<file path="src/rtl/seq_det_pkg.sv">
// Shared types and sizing helpers for the parameterised serial sequence detector.
package seq_det_pkg;

  typedef enum logic {
    IDLE = 1'b0,
    RUN  = 1'b1
  } state_t;

  // Width able to hold any count from 0 up to and including max_len.
  function automatic int fill_width(input int max_len);
    return $clog2(max_len + 1);
  endfunction

endpackage

</file>
<file path="src/rtl/seq_detector_param_sat_counter.sv">
// Saturating up-counter with synchronous clear that takes priority over increment.
module sat_counter #(
  parameter int W = 8
) (
  input  logic         clk,
  input  logic         reset,
  input  logic         clr,
  input  logic         inc,
  output logic [W-1:0] count
);

  logic [W-1:0] count_q;
  logic [W-1:0] count_d;

  always_comb begin
    count_d = count_q;
    if (clr) begin
      count_d = '0;
    end else if (inc && (count_q != '1)) begin
      count_d = count_q + W'(1);
    end
  end

  always_ff @(posedge clk or posedge reset) begin
    if (reset) begin
      count_q <= '0;
    end else begin
      count_q <= count_d;
    end
  end

  assign count = count_q;

endmodule

</file>
<file path="src/rtl/seq_detector_param.sv">
// Runtime-configurable serial pattern detector with overlap control and a saturating match count.
module seq_detector_param
  import seq_det_pkg::*;
#(
  parameter int MAX_LEN = 8,
  parameter int CNT_W   = 8
) (
  input  logic                         clk,
  input  logic                         reset,
  input  logic                         cfg_load,
  input  logic [MAX_LEN-1:0]           pattern,
  input  logic [$clog2(MAX_LEN+1)-1:0] pat_len,
  input  logic                         overlap,
  input  logic                         in_valid,
  input  logic                         in_bit,
  input  logic                         clr_count,
  output logic                         detected,
  output logic [CNT_W-1:0]             match_count,
  output logic                         cfg_err,
  output logic                         armed
);

  localparam int FW = fill_width(MAX_LEN);

  state_t               state_q,   state_d;
  logic [MAX_LEN-1:0]   pattern_q, pattern_d;
  logic [FW-1:0]        pat_len_q, pat_len_d;
  logic                 overlap_q, overlap_d;
  logic                 cfg_err_q, cfg_err_d;
  logic [MAX_LEN-1:0]   hist_q,    hist_d;
  logic [FW-1:0]        fill_q,    fill_d;
  logic                 detected_q;

  logic                 match;
  logic [FW-1:0]        fill_inc;
  logic [MAX_LEN-1:0]   hist_shift;
  logic [MAX_LEN-1:0]   mask;

  always_comb begin
    state_d    = state_q;
    pattern_d  = pattern_q;
    pat_len_d  = pat_len_q;
    overlap_d  = overlap_q;
    cfg_err_d  = cfg_err_q;
    hist_d     = hist_q;
    fill_d     = fill_q;
    match      = 1'b0;
    mask       = '0;
    fill_inc   = fill_q;
    hist_shift = {hist_q[MAX_LEN-2:0], in_bit};

    if (fill_q != FW'(MAX_LEN)) begin
      fill_inc = fill_q + FW'(1);
    end

    for (int i = 0; i < MAX_LEN; i++) begin
      mask[i] = (i < int'(pat_len_q));
    end

    // A configuration load always wins: the same-cycle data bit is dropped.
    if (cfg_load) begin
      pattern_d = pattern;
      pat_len_d = pat_len;
      overlap_d = overlap;
      hist_d    = '0;
      fill_d    = '0;
      if ((pat_len != '0) && (pat_len <= FW'(MAX_LEN))) begin
        state_d   = RUN;
        cfg_err_d = 1'b0;
      end else begin
        state_d   = IDLE;
        cfg_err_d = 1'b1;
      end
    end else if ((state_q == RUN) && in_valid) begin
      hist_d = hist_shift;
      match  = (fill_inc >= pat_len_q) && (((hist_shift ^ pattern_q) & mask) == '0);
      fill_d = (match && !overlap_q) ? '0 : fill_inc;
    end
  end

  always_ff @(posedge clk or posedge reset) begin
    if (reset) begin
      state_q    <= IDLE;
      pattern_q  <= '0;
      pat_len_q  <= '0;
      overlap_q  <= 1'b0;
      cfg_err_q  <= 1'b0;
      hist_q     <= '0;
      fill_q     <= '0;
      detected_q <= 1'b0;
    end else begin
      state_q    <= state_d;
      pattern_q  <= pattern_d;
      pat_len_q  <= pat_len_d;
      overlap_q  <= overlap_d;
      cfg_err_q  <= cfg_err_d;
      hist_q     <= hist_d;
      fill_q     <= fill_d;
      detected_q <= match;
    end
  end

  sat_counter #(
    .W(CNT_W)
  ) u_match_count (
    .clk   (clk),
    .reset (reset),
    .clr   (clr_count),
    .inc   (match),
    .count (match_count)
  );

  assign detected = detected_q;
  assign cfg_err  = cfg_err_q;
  assign armed    = (state_q == RUN);

endmodule

</file>
<file path="config.mk">
export PLATFORM = sky130hd
export DESIGN_NAME = seq_detector_param
export DESIGN_NICKNAME = d
export VERILOG_FILES = /design/src/rtl/seq_det_pkg.sv /design/src/rtl/seq_detector_param_sat_counter.sv /design/src/rtl/seq_detector_param.sv
export SDC_FILE = /design/constraint.sdc
export NUM_CORES = 1
export LEC_CHECK = 0
export BUFFER_PORTS_ARGS = -buffer_cell sky130_fd_sc_hd__buf_4
export CORE_UTILIZATION = 60
export CTS_CLUSTER_DIAMETER = 120
export DETAILED_ROUTE_END_ITERATION = 8
export GPL_ROUTABILITY_DRIVEN = 1
export PLACE_DENSITY = 0.84
export SETUP_SLACK_MARGIN = 0.1
export SKIP_CTS_REPAIR_TIMING = 1
export SLEW_MARGIN = 10
export SYNTH_ARGS = -nofsm -noshare
export SYNTH_HDL_FRONTEND = slang
export SYNTH_HIERARCHICAL = 1
export SYNTH_SLANG_ARGS = --single-unit
</file>
<file path="constraint.sdc">
create_clock -name clk -period 9 [get_ports clk]
set_input_delay 1.35 -clock clk [delete_from_list [all_inputs] [get_ports clk]]
set_output_delay 1.35 -clock clk [all_outputs]
set_load 0.005 [all_outputs]
</file>
==> impl_metrics.py, run 1 <==
metrics = {
    "critical_path": {
        "cp.arrival_ns": 3.63,
        "crit_path_end_kind": "flip-flop",
        "timing.rr.start": "fill_q[0]",
        "slowest_stage": "dfrtp_1",
        "path_class": "flip-flop to flip-flop",
        "path_delay_family": "simple AND/OR/NAND/NOR gates",
        "crit_path_max_incr_delay_ns": 0.46,
        "r2r_slack_ns": 5.61,
        "r2r_end": "u_match_count/count[5]",
        "path_buf_inv": 2,
        "ff2ff_path_depth": 14,
        "cp_max_fo": 6,
        "cp.required_ns": 9.24,
        "crit_chain": "inv_1, ha_1, nand2_1, nor2_1, xnor2_1, inv_1, ha_1, nand2b_1, a2111oi_2, nor4_4, and2_1, nand4_1, a211oi_2, mux2_4",
        "startpoint_type": "flip-flop",
        "startpoint": "fill_q[0]",
    },
    "global_routing": {
        "grt_pass1_vias": 1569,
        "grt_pass1_wl_um": 6890,
        "grt_util_all_layers_pct": 27.7,
        "antenna_found_initial": 0,
        "gr-total-overflow": 0,
        "grt_max_degree": 32,
    },
    "min_path": {
        "hold_end": "cfg_err",
        "min-delay-start": "cfg_err",
        "hold_path_depth": 1,
        "hp-class": "flip-flop to flip-flop",
    },
    "power_and_ir_drop": {
        "switching_share_pct": 28.2,
        "p_switching_mw": 0.0868,
        "power_density_nw_per_um2": 140,
        "power.leakage_nw": 1.00,
        "seqPwrFrac_pct": 56.7,
        "internal_power_mw": 0.221,
        "p_total_mw": 0.308,
        "p_clk_share_pct": 26.5,
        "vdd_drop_max_mv": 0.0840,
        "power_frac_comb_pct": 16.8,
    },
    "route": {
        "post-route-drc-count": 0,
        "wl_per_cell_um": 15.3,
        "drtIter0Drc": 68,
        "vias": 1481,
        "ant_nets": 0,
        "dr.pass1.iters": 4,
        "viasPerCell": 5.67,
        "drt_wl_total_um": 3980,
    },
    "cts": {
        "numCtsBuffers": 5,
        "clk_pin_slew_ns": 0.10,
        "cts-root-buf": "clkbuf_4",
        "cts_tree": "yes",
        "htree_levels": 2,
        "clock_path_buffers": 2,
        "insertion_delay_ns": 0.35,
        "cts.sinks": 35,
    },
    "final_layout": {
        "area_growth_pct": 15.2,
        "fillCellCount": 212,
        "drive_gt1_share_pct": 26.3,
        "antenna_cells": 0,
        "multi_input_area_sq_um": 960,
        "fin_nets": 242,
        "seq_area_sq_um": 876,
    },
    "yosys": {
        "postSynthCellCount": 187,
        "synth_nets": 213,
        "ys.warnings.count": 6,
        "synth_flop_cell": "dfrtp_1",
        "synthMostInstantiatedCell": "dfrtp_1",
        "synth_edf_count": 0,
        "ys_top_cells_by_area": "dfrtp_1 46%, mux2_2 5.9%, nand2_1 5.9%, ha_1 4.6%, xnor2_1 4.1%",
        "async_flop_share_pct": 100,
        "ys_ff_latch": 35,
        "synth_top_area_share_pct": 45.9,
        "yosysTopAreaCell": "dfrtp_1",
        "synth.distinct_cells": 42,
        "synth_area_sq_um": 1910,
        "avgSynthCellArea_sq_um": 10.2,
        "synth_common_cells": "35 x dfrtp_1, 30 x nand2_1, 12 x a21oi_1",
        "synth-seq-area-share_pct": 45.9,
    },
    "placement": {
        "place_ws_ns": 5.61,
        "io_buffers": 29,
        "dp_hpwl_um": 2950,
        "gp_congestion": 0.898,
    },
    "floorplanning": {
        "die_area_sq_um": 3410,
        "die_h_um": 58.4,
        "row_count": 20,
        "ios": 30,
        "core_area_sq_um": 3030,
        "start_util_pct": 63.0,
        "dieWidth_um": 58.4,
    },
    "timing": {
        "slew_violations": 0,
        "hold_viol": 0,
        "min_period_ns": 3.39,
        "slew_headroom_pct": 32.9,
        "clock_skew_ns": 0.00619,
        "tns_ns": 0,
        "setup_viol": 0,
        "worst_pin_slew_ns": 1.01,
        "max_freq_ghz": 0.295,
        "period_share_pct": 37.7,
        "setup_slack_ns": 5.61,
        "rsz0062_at_grt": "false",
    },
    "outcome": {
        "status": "complete, no violations",
    },
    "run": {
        "maxCapViolations": 0,
    },
}
-- layer usage --
layer | vias to the layer above | global-route usage, % | wire length, um
met5 | - | 0 | 0
met4 | 0 | 17.0 | 105
met3 | 11 | 5.05 | 156
li1 | 713 | - | -
met2 | 50 | 47.5 | 2020
met1 | 707 | 32.4 | 1700
-- stage by stage --
step | cells | hold WS (ns) | util [%] | cell area [sq um]
floorplan | 187 | 0.486 | - | 1910
global placement | 253 | 0.484 | 70.9 | 2150
detailed placement | 253 | 0.494 | 70.9 | 2150
CTS | 261 | 0.518 | 72.5 | 2200
global route | 261 | 0.529 | 72.5 | 2200
finish | 261 | 0.508 | 72.5 | 2200
-- power by group through the flow --
stage | Combinational [mW] | Sequential (mW) | Clock, mW
2_1_floorplan | 0.0362 | 0.175 | 0
3_3_place_gp | 0.0487 | 0.176 | 0
3_5_place_dp | 0.0519 | 0.178 | 0
4_1_cts | 0.0521 | 0.174 | 0.0849
5_1_grt | 0.0577 | 0.176 | 0.0898
6_report | 0.0516 | 0.175 | 0.0817
-- worst reg2reg max path: cells and delay by family (launching register included) --
kind | cells | cell delay (ns)
simple gates | 6 | 1.22
fa+ha+maj | 2 | 0.48
flops | 1 | 0.46
compound gates | 2 | 0.39
mux | 1 | 0.33
xor+xnor | 1 | 0.26
buf+inv | 2 | 0.15
-- sequential cells by signal, indices dropped and copies added, names as in the netlist --
name and cells:
detected 1, overlap_q 1, u_match_count/count 8, pattern_q 8, fill_q 4, armed 1
cfg_err 1, pat_len_q 4, hist_q 7
-- how the worst max path moves through the flow --
stage,slack (ns),to,cells after the start
floorplan,5.98,u_match_count/count[5],8
global placement,5.72,u_match_count/count[5],9
detailed placement,5.61,u_match_count/count[5],9
CTS,5.67,u_match_count/count[5],14
global route,5.45,u_match_count/count[5],14
finish,5.61,u_match_count/count[5],14
-- placed cells by master, fill, tap and decap left out, drive strengths merged, types with 4 or more instances in the layout --
master,instances
a21oi,14
o22ai,6
o21ai,5
dfrtp,35
inv,10
nor2,7
clkbuf,7
nor2b,4
nand2,30
nor3,4
ha,7
xnor2,9
buf,29
mux2,14
-- area by class of cell --
type                            count  share of cell area (%)
Inverter                           10                    1.71
Clock inverter                      1                   0.228
Timing Repair Buffer               29                    9.91
Tap cell                           44                    2.51
Multi-Input combinational cell    135                    43.7
Clock buffer                        7                    2.05
Sequential cell                    35                    39.9
-- kinds of logic after synthesis --
family / Yosys count / share of synthesized area (%)
xor gates and xnor gates: 11 / 5.05
muxes: 16 / 10.1
and+or+nand+nor: 61 / 16.1
adders and majority gates: 7 / 4.59
DFF: 35 / 45.9
AOI/OAI and AO/OA: 40 / 14.5
buffers and inverters: 17 / 3.74
Power figures use the tool's default switching activity.
==> inputs of run 2 (changes only) <==
--- a/config.mk
+++ b/config.mk
@@ -6,11 +6,11 @@
 export NUM_CORES = 1
 export LEC_CHECK = 0
 export BUFFER_PORTS_ARGS = -buffer_cell sky130_fd_sc_hd__buf_4
-export CORE_UTILIZATION = 60
+export CORE_UTILIZATION = 56
 export CTS_CLUSTER_DIAMETER = 120
 export DETAILED_ROUTE_END_ITERATION = 8
 export GPL_ROUTABILITY_DRIVEN = 1
-export PLACE_DENSITY = 0.84
+export PLACE_DENSITY = 0.79
 export SETUP_SLACK_MARGIN = 0.1
 export SKIP_CTS_REPAIR_TIMING = 1
 export SLEW_MARGIN = 10
==> constraint.sdc (replaced) <==
create_clock -name clk -period 3.42 [get_ports clk]
set_input_delay 0.513 -clock clk [delete_from_list [all_inputs] [get_ports clk]]
set_output_delay 0.513 -clock clk [all_outputs]
set_load 0.005 [all_outputs]
==> impl_metrics.py, run 2 (synthesis gave the netlist of run 1 again) <==
metrics = {
    "outcome": {
        "status": "complete, no violations",
    },
    "timing": {
        "tns_ns": 0,
        "clock_skew_ns": 0.00490,
        "max_freq_ghz": 0.311,
        "period_share_pct": 93.9,
        "rsz0062_at_grt": "false",
        "setup_viol": 0,
        "min_period_ns": 3.21,
        "slew_headroom_pct": 31.8,
        "hold_viol": 0,
        "worst_pin_slew_ns": 1.02,
        "slew_violations": 0,
    },
    "global_routing": {
        "grt_max_degree": 32,
        "grt_pass1_wl_um": 6610,
        "grt_pass1_vias": 1527,
        "gr-total-overflow": 0,
        "antenna_found_initial": 0,
        "grt_util_all_layers_pct": 25.1,
    },
    "min_path": {
        "hp-class": "input port to asynchronous set/reset pin",
    },
    "final_layout": {
        "layout_common_cells": "35 x dfrtp_1, 30 x nand2_1, 30 x buf_4, 12 x a21oi_1, 10 x mux2_2",
        "fillCellCount": 256,
        "drive_gt1_share_pct": 28.0,
        "area_growth_pct": 16.8,
        "seq_area_sq_um": 876,
        "layout_commonest_cell": "dfrtp_1",
        "antenna_cells": 0,
        "fin_util_pct": 70.6,
        "multi_input_area_sq_um": 965,
        "fin_nets": 243,
    },
    "critical_path": {
        "startpoint_type": "flip-flop",
        "path_class": "flip-flop to flip-flop",
        "ff2ff_path_depth": 13,
        "cp.arrival_ns": 3.45,
        "cp.required_ns": 3.66,
        "timing.rr.start": "fill_q[0]",
        "r2r_slack_ns": 0.21,
        "crit_path_end_kind": "flip-flop",
        "cp_max_fo": 6,
        "startpoint": "fill_q[0]",
        "r2r_end": "u_match_count/count[5]",
    },
    "placement": {
        "dp_hpwl_um": 2870,
        "io_buffers": 29,
        "gp_congestion": 0.913,
    },
    "power_and_ir_drop": {
        "p_clk_share_pct": 30.3,
        "p_switching_mw": 0.230,
        "switching_share_pct": 27.0,
        "power_density_nw_per_um2": 383,
        "seqPwrFrac_pct": 53.6,
        "power.leakage_nw": 1.02,
        "power_frac_comb_pct": 16.0,
        "internal_power_mw": 0.623,
        "vdd_drop_max_mv": 0.260,
    },
    "floorplanning": {
        "core_area_sq_um": 3150,
        "row_count": 20,
        "ios": 30,
        "die_h_um": 60.4,
        "die_area_sq_um": 3640,
        "dieWidth_um": 60.4,
        "start_util_pct": 60.5,
    },
    "cts": {
        "clock_path_buffers": 2,
        "clk_pin_slew_ns": 0.11,
        "cts-root-buf": "clkbuf_4",
        "numCtsBuffers": 5,
        "cts_tree": "yes",
        "insertion_delay_ns": 0.35,
        "cts.sinks": 35,
        "htree_levels": 2,
    },
    "route": {
        "dr.pass1.iters": 4,
        "wl_per_cell_um": 15.2,
        "viasPerCell": 5.68,
        "drt_wl_total_um": 3990,
        "drtIter0Drc": 67,
        "ant_nets": 0,
        "vias": 1487,
        "post-route-drc-count": 0,
    },
    "run": {
        "maxCapViolations": 0,
    },
}
[run 2: cell type report]
type / count / share of cell area, %
Clock buffer: 8 / 3.09
Inverter: 10 / 1.69
Multi-Input combinational cell: 135 / 43.3
Sequential cell: 35 / 39.3
Tap cell: 44 / 2.47
Timing Repair Buffer: 30 / 10.1
[run 2: worst max-delay path by stage]
stage                        endpoint  slack [ns]  cells past startpoint
5_1_grt        u_match_count/count[5]        0.06                     13
2_1_floorplan  u_match_count/count[5]        0.56                     14
6_report       u_match_count/count[5]        0.21                     13
4_1_cts        u_match_count/count[5]        0.24                     14
3_5_place_dp   u_match_count/count[5]        0.28                     14
3_3_place_gp   u_match_count/count[5]        0.42                     14
[run 2: through the flow]
| stage | area, sq um | power, mW | cells | worst slack [ns] | hold slack [ns] |
|---|---|---|---|---|---|
| after detailed placement | 2150 | 0.601 | 253 | 0.280 | 0.502 |
| after global placement | 2150 | 0.592 | 253 | 0.421 | 0.473 |
| after CTS | 2210 | 0.858 | 261 | 0.239 | 0.119 |
| after floorplan | 1910 | 0.555 | 187 | 0.561 | 0.329 |
| after global routing | 2230 | 0.896 | 262 | 0.0573 | 0.130 |
| final | 2230 | 0.853 | 262 | 0.209 | 0.120 |
[run 2: critical path: stages (launching register included)]
cell and delay [ns]:
dfrtp_1 0.44, inv_1 0.06, ha_1 0.19, nand2_1 0.08, nand2_1 0.07, mux2i_2 0.24, ha_1 0.25, o21a_1 0.16
o2111ai_1 0.16, nor4_4 0.36, and2_2 0.25, nand4_1 0.20, a211oi_2 0.30, mux2_4 0.32
[run 2: power groups by stage]
stage | Clock (mW) | Sequential [mW] | Combinational (mW)
after floorplan | 0 | 0.460 | 0.0953
after global placement | 0 | 0.464 | 0.129
after detailed placement | 0 | 0.466 | 0.135
after CTS | 0.264 | 0.458 | 0.137
after global routing | 0.282 | 0.462 | 0.152
final | 0.259 | 0.458 | 0.137
[run 2: per-layer routing]
metal,global-route usage [%],vias up,wire [um]
li1,-,714,-
met1,32.5,732,1740
met2,40.2,35,2020
met3,7.04,6,171
met4,9.63,0,53
met5,0,-,0
